===== config.mk =====
export PLATFORM = sky130hd
export DESIGN_NAME = rv_mc_controller
export DESIGN_NICKNAME = d
export VERILOG_FILES = /design/src/rtl/rv_mc_controller.sv
export SDC_FILE = /design/constraint.sdc
export NUM_CORES = 1
export LEC_CHECK = 0
export ABC_AREA = 1
export CAP_MARGIN = 10
export CELL_PAD_IN_SITES_DETAIL_PLACEMENT = 2
export CELL_PAD_IN_SITES_GLOBAL_PLACEMENT = 2
export CORE_AREA = 3 3 100 54
export CTS_CLUSTER_SIZE = 8
export DETAILED_ROUTE_END_ITERATION = 8
export DIE_AREA = 0 0 103 57
export HOLD_SLACK_MARGIN = 0.03
export PLACE_DENSITY = 0.93
export SYNTH_ARGS = -nofsm -noshare
export SYNTH_HDL_FRONTEND = slang
export SYNTH_SLANG_ARGS = --single-unit
export TNS_END_PERCENT = 5

===== constraint.sdc =====
create_clock -name clk -period 2.4 [get_ports clk]
set_input_delay 0.48 -clock clk [delete_from_list [all_inputs] [get_ports clk]]
set_output_delay 0.48 -clock clk [all_outputs]
set_load 0.02 [all_outputs]

===== src/rtl/rv_mc_controller.sv =====
// rv_mc_controller: multi-cycle RV32 subset control unit (Moore FSM).
// FETCH, MEM_RD and MEM_WR stretch over MEM_LAT+1 cycles using a wait counter.
// Optional feature: define RV_MC_ILLEGAL_TRAP_EN to trap undefined opcodes in
// the TRAP state (illegal=1, held until reset); otherwise DECODE falls back
// to FETCH and illegal is tied low.
module rv_mc_controller #(
  parameter int MEM_LAT = 0,
  parameter int CNT_W   = 4
) (
  input  logic       clk,
  input  logic       rst,
  input  logic [6:0] op,
  input  logic [2:0] f3,
  input  logic [6:0] f7,
  input  logic       zero,
  input  logic       sign_bit,
  output logic       pc_we,
  output logic       old_pc_we,
  output logic       ir_we,
  output logic       reg_we,
  output logic       mem_we,
  output logic       mem_re,
  output logic       adr_sel,
  output logic [2:0] alu_op,
  output logic [1:0] alu_a_sel,
  output logic [1:0] alu_b_sel,
  output logic [1:0] result_sel,
  output logic [1:0] pc_sel,
  output logic [2:0] imm_sel,
  output logic [3:0] state_o,
  output logic       illegal
);

  typedef enum logic [3:0] {
    S_FETCH   = 4'd0,
    S_DECODE  = 4'd1,
    S_MEM_ADR = 4'd2,
    S_MEM_RD  = 4'd3,
    S_MEM_WB  = 4'd4,
    S_MEM_WR  = 4'd5,
    S_EXEC_R  = 4'd6,
    S_EXEC_I  = 4'd7,
    S_ALU_WB  = 4'd8,
    S_BRANCH  = 4'd9,
    S_JAL     = 4'd10,
    S_JALR    = 4'd11,
    S_LUI     = 4'd12,
    S_TRAP    = 4'd15
  } state_t;

  // Opcodes
  localparam logic [6:0] OP_LOAD   = 7'b0000011;
  localparam logic [6:0] OP_STORE  = 7'b0100011;
  localparam logic [6:0] OP_R      = 7'b0110011;
  localparam logic [6:0] OP_I      = 7'b0010011;
  localparam logic [6:0] OP_BRANCH = 7'b1100011;
  localparam logic [6:0] OP_JAL    = 7'b1101111;
  localparam logic [6:0] OP_JALR   = 7'b1100111;
  localparam logic [6:0] OP_LUI    = 7'b0110111;

  // ALU operations
  localparam logic [2:0] ALU_ADD = 3'b000;
  localparam logic [2:0] ALU_SUB = 3'b001;
  localparam logic [2:0] ALU_AND = 3'b010;
  localparam logic [2:0] ALU_OR  = 3'b011;
  localparam logic [2:0] ALU_XOR = 3'b100;

  // Operand / mux selects
  localparam logic [1:0] A_PC    = 2'b00;
  localparam logic [1:0] A_OLDPC = 2'b01;
  localparam logic [1:0] A_RS1   = 2'b10;
  localparam logic [1:0] A_ZERO  = 2'b11;
  localparam logic [1:0] B_RS2   = 2'b00;
  localparam logic [1:0] B_IMM   = 2'b01;
  localparam logic [1:0] B_FOUR  = 2'b10;
  localparam logic [1:0] RES_ALU = 2'b00;
  localparam logic [1:0] RES_MEM = 2'b01;
  localparam logic [1:0] RES_SLT = 2'b10;
  localparam logic [1:0] RES_PC  = 2'b11;
  localparam logic [1:0] PC_ALU  = 2'b00;
  localparam logic [1:0] PC_AOUT = 2'b01;
  localparam logic [1:0] PC_ALGN = 2'b10;

  localparam logic [CNT_W-1:0] LAT     = CNT_W'(MEM_LAT);
  localparam logic [CNT_W-1:0] CNT_ONE = CNT_W'(1);

  state_t           r_state;
  state_t           w_next_state;
  logic [CNT_W-1:0] r_cnt;
  logic [CNT_W-1:0] w_cnt_next;
  logic             w_wait_state;
  logic             w_last;
  logic             w_is_r;
  logic             w_taken;
  logic [2:0]       w_alu_fn;

  // Raw (pre-reset-gating) enables
  logic w_pc_we, w_old_pc_we, w_ir_we, w_reg_we, w_mem_we, w_mem_re;

  // ALU function decoded from funct fields; SUB via f7 only for R-type.
  function automatic logic [2:0] f_alu(input logic [2:0] fn3,
                                       input logic [6:0] fn7,
                                       input logic       is_r);
    case (fn3)
      3'b000:  f_alu = (is_r && fn7 == 7'b0100000) ? ALU_SUB : ALU_ADD;
      3'b111:  f_alu = ALU_AND;
      3'b110:  f_alu = ALU_OR;
      3'b100:  f_alu = ALU_XOR;
      3'b010:  f_alu = ALU_SUB;
      default: f_alu = ALU_ADD;
    endcase
  endfunction

  assign w_is_r       = (op == OP_R);
  assign w_alu_fn     = f_alu(f3, f7, w_is_r);
  assign w_wait_state = (r_state == S_FETCH) || (r_state == S_MEM_RD) ||
                        (r_state == S_MEM_WR);
  assign w_last       = (r_cnt == LAT);
  assign w_cnt_next   = (w_wait_state && !w_last) ? (r_cnt + CNT_ONE) : '0;

  // Branch condition evaluated on the ALU flags of rs1 - rs2.
  always_comb begin
    case (f3)
      3'b000:  w_taken = zero;
      3'b001:  w_taken = ~zero;
      3'b100:  w_taken = sign_bit;
      3'b101:  w_taken = ~sign_bit;
      default: w_taken = 1'b0;
    endcase
  end

  // Immediate format follows the opcode in every state.
  always_comb begin
    case (op)
      OP_STORE:  imm_sel = 3'b001;
      OP_BRANCH: imm_sel = 3'b010;
      OP_JAL:    imm_sel = 3'b011;
      OP_LUI:    imm_sel = 3'b100;
      default:   imm_sel = 3'b000;
    endcase
  end

  // State and wait-counter register with synchronous reset.
  // NOTE: sequential state uses non-blocking (<=) so every flop samples the
  // pre-edge values; blocking here would create order-dependent races.
  always_ff @(posedge clk) begin
    if (rst) begin
      r_state <= S_FETCH;
      r_cnt   <= '0;
    end else begin
      r_state <= w_next_state;
      r_cnt   <= w_cnt_next;
    end
  end

  // Next-state logic.
  // NOTE: the default assigned first keeps every path driven, so no latch
  // is inferred even if a case arm forgets to assign.
  always_comb begin
    w_next_state = r_state;
    case (r_state)
      S_FETCH:   if (w_last) w_next_state = S_DECODE;
      S_DECODE: begin
        case (op)
          OP_LOAD, OP_STORE: w_next_state = S_MEM_ADR;
          OP_R:              w_next_state = S_EXEC_R;
          OP_I:              w_next_state = S_EXEC_I;
          OP_BRANCH:         w_next_state = S_BRANCH;
          OP_JAL:            w_next_state = S_JAL;
          OP_JALR:           w_next_state = S_JALR;
          OP_LUI:            w_next_state = S_LUI;
`ifdef RV_MC_ILLEGAL_TRAP_EN
          default:           w_next_state = S_TRAP;
`else
          default:           w_next_state = S_FETCH;
`endif
        endcase
      end
      S_MEM_ADR: w_next_state = (op == OP_LOAD) ? S_MEM_RD : S_MEM_WR;
      S_MEM_RD:  if (w_last) w_next_state = S_MEM_WB;
      S_MEM_WB:  w_next_state = S_FETCH;
      S_MEM_WR:  if (w_last) w_next_state = S_FETCH;
      S_EXEC_R,
      S_EXEC_I:  w_next_state = S_ALU_WB;
      S_ALU_WB,
      S_BRANCH,
      S_JAL,
      S_JALR,
      S_LUI:     w_next_state = S_FETCH;
`ifdef RV_MC_ILLEGAL_TRAP_EN
      S_TRAP:    w_next_state = S_TRAP;
`endif
      default:   w_next_state = S_FETCH;
    endcase
  end

  // Per-state datapath controls; all enables and selects default to 0.
  always_comb begin
    w_pc_we     = 1'b0;
    w_old_pc_we = 1'b0;
    w_ir_we     = 1'b0;
    w_reg_we    = 1'b0;
    w_mem_we    = 1'b0;
    w_mem_re    = 1'b0;
    adr_sel     = 1'b0;
    alu_op      = ALU_ADD;
    alu_a_sel   = A_PC;
    alu_b_sel   = B_RS2;
    result_sel  = RES_ALU;
    pc_sel      = PC_ALU;
    case (r_state)
      S_FETCH: begin
        w_mem_re    = 1'b1;
        alu_a_sel   = A_PC;
        alu_b_sel   = B_FOUR;
        w_ir_we     = w_last;
        w_old_pc_we = w_last;
        w_pc_we     = w_last;
      end
      S_DECODE: begin
        alu_a_sel = A_OLDPC;
        alu_b_sel = B_IMM;
      end
      S_MEM_ADR: begin
        alu_a_sel = A_RS1;
        alu_b_sel = B_IMM;
      end
      S_MEM_RD: begin
        w_mem_re = 1'b1;
        adr_sel  = 1'b1;
      end
      S_MEM_WB: begin
        w_reg_we   = 1'b1;
        result_sel = RES_MEM;
      end
      S_MEM_WR: begin
        adr_sel  = 1'b1;
        w_mem_we = w_last;
      end
      S_EXEC_R: begin
        alu_a_sel = A_RS1;
        alu_b_sel = B_RS2;
        alu_op    = w_alu_fn;
      end
      S_EXEC_I: begin
        alu_a_sel = A_RS1;
        alu_b_sel = B_IMM;
        alu_op    = w_alu_fn;
      end
      S_ALU_WB: begin
        w_reg_we   = 1'b1;
        alu_a_sel  = A_RS1;
        alu_b_sel  = w_is_r ? B_RS2 : B_IMM;
        alu_op     = w_alu_fn;
        result_sel = (f3 == 3'b010) ? RES_SLT : RES_ALU;
      end
      S_BRANCH: begin
        alu_a_sel = A_RS1;
        alu_b_sel = B_RS2;
        alu_op    = ALU_SUB;
        pc_sel    = PC_AOUT;
        w_pc_we   = w_taken;
      end
      S_JAL: begin
        w_reg_we   = 1'b1;
        result_sel = RES_PC;
        w_pc_we    = 1'b1;
        pc_sel     = PC_AOUT;
      end
      S_JALR: begin
        alu_a_sel  = A_RS1;
        alu_b_sel  = B_IMM;
        pc_sel     = PC_ALGN;
        w_pc_we    = 1'b1;
        w_reg_we   = 1'b1;
        result_sel = RES_PC;
      end
      S_LUI: begin
        alu_a_sel = A_ZERO;
        alu_b_sel = B_IMM;
        w_reg_we  = 1'b1;
      end
      default: ;
    endcase
  end

  // Enables are forced low during the reset cycle, including mid-wait.
  assign pc_we     = w_pc_we     & ~rst;
  assign old_pc_we = w_old_pc_we & ~rst;
  assign ir_we     = w_ir_we     & ~rst;
  assign reg_we    = w_reg_we    & ~rst;
  assign mem_we    = w_mem_we    & ~rst;
  assign mem_re    = w_mem_re    & ~rst;
  assign state_o   = r_state;

`ifdef RV_MC_ILLEGAL_TRAP_EN
  assign illegal = (r_state == S_TRAP);
`else
  assign illegal = 1'b0;
`endif

endmodule


==> results of run 1 <==
stage by stage:
step                      std cells  power (W)  setup slack, ns  util, %
final                           286   0.000488          -0.0317     36.6
after global routing            286   0.000511           -0.128     36.6
after CTS                       286   0.000487           -0.123     36.8
after detailed placement        283   0.000314           -0.452     35.8
after global placement          283   0.000305           -0.319     35.8
after floorplan                 153   0.000208            0.146        -
how the worst max path moves through the flow:
| stage | start | to | slack, ns |
|---|---|---|---|
| 4_1_cts | state_o[1]$_SDFFE_PP0P_ | alu_a_sel[0] | -0.12 |
| 3_5_place_dp | op[6] | alu_op[0] | -0.45 |
| 6_report | state_o[3]$_SDFFE_PP0P_ | mem_re | -0.03 |
| 5_1_grt | state_o[3]$_SDFFE_PP0P_ | mem_re | -0.13 |
| 3_3_place_gp | op[6] | alu_op[0] | -0.32 |
| 2_1_floorplan | r_cnt[0]$_SDFF_PP0_ | old_pc_we | 0.15 |
cell type report:
| cell class | count | area, um2 | area share (%) |
|---|---|---|---|
| clock buffer | 3 | 41.3 | 2.53 |
| inverter | 26 | 97.6 | 5.97 |
| multi-input combinational | 116 | 613 | 37.5 |
| tap | 57 | 71.3 | 4.36 |
| timing repair buffer | 76 | 649 | 39.7 |
| sequential | 8 | 161 | 9.88 |
per-layer routing:
| layer | part of all wire, % | vias to the layer above | track usage [%] |
|---|---|---|---|
| met5 | 0 | - | 0 |
| met4 | 0.71 | 0 | 2.40 |
| met3 | 2.1 | 4 | 2.20 |
| met2 | 53 | 24 | 34.4 |
| met1 | 44 | 654 | 19.7 |
| li1 | - | 636 | - |
sequential cells by signal, indices dropped and copies added (netlist names):
signal   flops
r_cnt        4
state_o      4
worst max-delay path, stage by stage (launching register included):
cell	delay (ns)
dfxtp_1	0.36
nor2_1	0.32
nand2_2	0.09
buf_4	0.16
a21oi_1	0.15
clkdlybuf4s50_1	0.64
cell usage in the layout, fill, tap and decap left out, types with 6 or more instances in the layout:
cell type / Yosys / layout
clkbuf_2: 0 / 6
dfxtp_1: 8 / 7
nor2_1: 25 / 23
dlygate4sd2_1: 0 / 7
nand2_1: 36 / 36
nor3_1: 8 / 7
inv_1: 25 / 25
o21ai_0: 11 / 11
buf_4: 2 / 32
nand3_1: 8 / 8
clkdlybuf4s50_1: 0 / 26
power groups by stage:
stage | sequential [W] | clock (W) | combinational [W]
after global placement | 0.000140 | 0 | 0.000165
after detailed placement | 0.000140 | 0 | 0.000174
final | 0.000137 | 0.000178 | 0.000173
after CTS | 0.000137 | 0.000175 | 0.000175
after floorplan | 0.000141 | 0 | 0.0000666
after global routing | 0.000138 | 0.000188 | 0.000186
cells by family (layout without fill, tap and decap cells):
logic type	Yosys count	count (layout)	synth area share, %
xor gates and xnor gates	3	3	3.02
and+or+nand+nor	89	89	45.4
AOI/OAI and AO/OA	21	21	15.7
other	1	1	0.431
buffers and inverters	29	105	14.2
DFF	8	8	18.4
adders and majority gates	2	2	2.87
what timing repair did:
item | CTS | global route
hold buffers | 0 | 0
resized for setup | 25 | 17
setup endpoints to repair | 19 | 12
pin swaps | 0 | 0
==> reports/results.ini, run 1 <==
[clock_network]
path_clk_slew_ns=0.04
cts_setup_buffers=0
clockBufferDepth=2
clk_latency_ns=0.24
root_buffer=clkbuf_8
tritoncts=yes
h-tree-depth=1
cts_sinks=8
numCtsBuffers=3

[worst_hold_path]
whs_path_depth=1
min_path_type=register to register
min_to=r_cnt[0]$_SDFF_PP0_
worstHoldStart=r_cnt[0]$_SDFF_PP0_

[yosys]
synth-edff-count=0
syn_inst=153
synth_area_leader_cell=dfxtp_1
ys_ff_latch=8
synth-main-ff-cell=dfxtp_1
syn_nets=176
yosysWarnings=0
synthMostInstantiatedCell=nand2_1
syn_avg_cell_area_um2=5.69
async_reset_ff_share_pct=0
synth_commonest_cells=nand2_1 (36), inv_1 (25), nor2_1 (25)
netlist.area_leader.share_pct=18.4
synth_area_leaders=dfxtp_1 (18%), nand2_1 (16%), inv_1 (11%)
syn_area_um2=871
synth_cell_types=30
yosysSeqAreaShare_pct=18.4

[floorplanning]
initial_utilization_pct=19.5
placementRows=17
dieWidth_um=103
coreArea_um2=4470
die_h_um=57
ioPinCount=47
fp.dieArea_um2=5870

[grt]
antenna_found_initial=0
grt_pass1_vias=1511
grt_usage_pct=17.2
grt_overflow=0
grt_start_max_net_pins=10
grt_pass1_wl_um=7870

[drt]
dr.pass1.iters=4
vias_per_cell=4.61
wl_per_cell_um=17.1
drtIter0Drc=42
drt_wl_total_um=4900
drt.antenna.violating_nets=0
drcViolationCount=0
routed-via-count=1318

[critical_path]
r2r_start=state_o[3]$_SDFFE_PP0P_
cp.required_ns=1.92
reg2reg_to=state_o[0]$_SDFFE_PP0P_
reg2regPathDepth=7
worst_setup_path_start_kind=register
arrival_ns=1.95
path_class=register to primary output
rrSetupSlack_ns=0.71
worst-path-max-fanout=5
worst_setup_path_end_kind=primary output

[sta]
finalSetupTns_ns=-0.0317
slew_violations=0
max_freq_mhz=411
min_period_over_period_pct=101
hold_violations=0
worst_hold_slack_ns=0.505
rsz0062_at_grt=yes
fin_skew_ns=0.0113
finalSetupViolCount=1
min_period_ns=2.43
fin_ws_ns=-0.0317

[placed_design]
placed_area_um2=1600
gp_congestion=0.840
dp_hpwl_um=3910
portBuffers=45

[pwr]
powerDensity_nw_per_um2=299
combPwrFrac_pct=35.4
p_leak_nw=0.857
sw_frac_of_total_pct=32.4
vdd_drop_max_uv=136
p_seq_share_pct=28.1
power.share.clock_pct=36.5
power.internal_w=0.000330
p_switching_w=0.000158

[flow_run]
drv_cap=0

[outcome]
violations=negative setup slack
status=complete, but fails checks

[cells_and_area]
area_growth_syn_to_layout_pct=87.6
fin_nets=254
n_antenna_cell=0
drive_above_1_share_pct=24.0
design_area_um2=1630
nFillCells=564

No activity file was read; power rests on OpenSTA's default activity.
==> inputs of run 2 (changes only) <==
Settings changed: CAP_MARGIN 10 to 15, TNS_END_PERCENT 5 to 20.
==> run 2 against run 1 <==
The flow still finishes with violations (negative setup slack). Combinational power is essentially flat. Clock-buffer cell count unchanged. Power up 0.18%. Sequential power barely moved. Critical endpoint unchanged. Wire length rose by 2.8%. Sequential share of layout area decreased by 0.19 points. Via count shrank 0.23%. Final area up 2.0%. Final cell count grew 0.35%. Fmax about the same. Worst setup slack worse by 0.0020 ns. Non-clock buffer count up 1.
==> reports/results.ini, run 2 (synthesized netlist as in run 1, its figures left out) <==
[sta]
fin_skew_ns=0.0103  ; -0.00107 ns
finalSetupTns_ns=-0.0550  ; -0.0233 ns
min_period_over_period_pct=101  ; about the same
finalSetupViolCount=2  ; +1
fin_ws_ns=-0.0336  ; -0.00196 ns
hold_violations=0  ; unchanged
slew_violations=0  ; unchanged
rsz0062_at_grt=yes
min_period_ns=2.43  ; +0.00196 ns
max_freq_mhz=411  ; about the same

[grt]
grt_usage_pct=17.2  ; unchanged
grt_pass1_vias=1496  ; -0.99%
grt_pass1_wl_um=7870  ; about the same
antenna_found_initial=0  ; unchanged
grt_overflow=0  ; unchanged
grt_start_max_net_pins=10  ; unchanged

[critical_path]
path_class=register to primary output
r2r_start=state_o[3]$_SDFFE_PP0P_
rrSetupSlack_ns=0.72  ; about the same
arrival_ns=1.95  ; about the same
worst_setup_path_start_kind=register
worst-path-max-fanout=5  ; unchanged
reg2reg_to=state_o[0]$_SDFFE_PP0P_
reg2regPathDepth=7  ; unchanged
cp.required_ns=1.92  ; about the same
worst_setup_path_end_kind=primary output

[floorplanning]
ioPinCount=47  ; unchanged
dieWidth_um=103  ; unchanged
placementRows=17  ; unchanged
initial_utilization_pct=19.5  ; unchanged
die_h_um=57  ; unchanged
fp.dieArea_um2=5870  ; unchanged
coreArea_um2=4470  ; unchanged

[pwr]
p_leak_nw=0.873  ; +1.9%
vdd_drop_max_uv=135  ; -0.28%
powerDensity_nw_per_um2=294  ; -1.8%

[drt]
dr.pass1.iters=4  ; unchanged
drt_wl_total_um=5040  ; +2.8%
drtIter0Drc=57  ; +36%
wl_per_cell_um=17.6  ; +2.4%
drt.antenna.violating_nets=0  ; unchanged
routed-via-count=1315  ; -0.23%
drcViolationCount=0  ; unchanged
vias_per_cell=4.58  ; -0.58%

[worst_hold_path]
whs_path_depth=1  ; unchanged
min_path_type=register to register
worstHoldStart=r_cnt[0]$_SDFF_PP0_
min_to=r_cnt[0]$_SDFF_PP0_

[placed_design]
gp_congestion=0.840  ; unchanged
dp_hpwl_um=3910  ; unchanged
placed_cells=283  ; unchanged
placed_area_um2=1600  ; unchanged
portBuffers=45  ; unchanged
place_ws_ns=-0.452  ; unchanged

[clock_network]
clk_latency_ns=0.24  ; about the same
cts_sinks=8  ; unchanged
numCtsBuffers=3  ; unchanged
h-tree-depth=1  ; unchanged
cts_hold_buf=0  ; unchanged
root_buffer=clkbuf_8
path_clk_slew_ns=0.04  ; about the same
tritoncts=yes
clockBufferDepth=2  ; unchanged

[outcome]
status=complete, but fails checks
violations=negative setup slack

[cells_and_area]
area_growth_syn_to_layout_pct=91.4
final_cell_mix=nand2_1 (34), buf_4 (34), clkdlybuf4s50_1 (25)
fin_nets=255  ; +0.39%
drive_above_1_share_pct=27.0  ; +2.9 points
fin_cells=287  ; +0.35%
design_area_um2=1670  ; +2.0%
n_antenna_cell=0  ; unchanged

[flow_run]
drv_cap=0  ; unchanged

run 2: changes by cell type in the layout (fill, tap and decap cells not counted), moves of 2 or more:
cell / previous run / this run
nor2_2: 3 / 5
clkbuf_2: 6 / 4
nand2_1: 36 / 34
nand2_2: 2 / 4
nor2_1: 23 / 21
buf_4: 32 / 34
run 2: worst max-delay path by stage:
stage              endpoint                    start  slack [ns]
2_1_floorplan     old_pc_we      r_cnt[0]$_SDFF_PP0_        0.15
3_5_place_dp      alu_op[0]                    op[6]       -0.45
4_1_cts        alu_a_sel[0]  state_o[1]$_SDFFE_PP0P_       -0.12
3_3_place_gp      alu_op[0]                    op[6]       -0.32
5_1_grt              mem_re  state_o[3]$_SDFFE_PP0P_       -0.13
6_report             mem_re  state_o[3]$_SDFFE_PP0P_       -0.03
run 2: through the flow:
step                      total power, W  util (%)  hold slack (ns)
after floorplan                 0.000208         -            0.430
after global placement          0.000305      35.8            0.441
after detailed placement        0.000314      35.8            0.472
after CTS                       0.000488      36.9            0.502
after global routing            0.000515      37.3            0.537
final                           0.000489      37.3            0.500
run 2: timing repair:
item                                    in CTS  in global routing
pin swaps                                    0                  1
hold endpoints to repair                     0                  0
endpoints found under the setup margin      19                 13
buffers inserted                             0                  1
resized for setup                           28                 23
run 2: critical path, cell delays in order (launching register included):
cell             delay (ns)
dfxtp_1                0.36
nor2_1                 0.32
nand2_2                0.09
buf_4                  0.16
a21oi_1                0.15
clkdlybuf4s50_1        0.64
run 2: per-layer routing:
layer / GRT usage (%) / wire [um] / up-vias
li1: - / - / 637
met1: 19.9 / 2200 / 656
met2: 34.5 / 2740 / 20
met3: 1.95 / 90 / 2
met4: 2.03 / 12 / 0
met5: 0 / 0 / -
run 2: area by class of cell:
type                            instances  area (um2)
Fill cell                             556        2800
Multi-Input combinational cell        116         628
Tap cell                               57        71.3
Sequential cell                         8         161
Inverter                               26        97.6
Timing Repair Buffer                   77         667
Clock buffer                            3        41.3
run 2: report_power, final:
part / internal [W] / switching [W]
Sequential: 0.000135 / 0.00000235
Clock: 0.000110 / 0.0000660
Combinational: 0.0000864 / 0.0000895
Total: 0.000331 / 0.000158
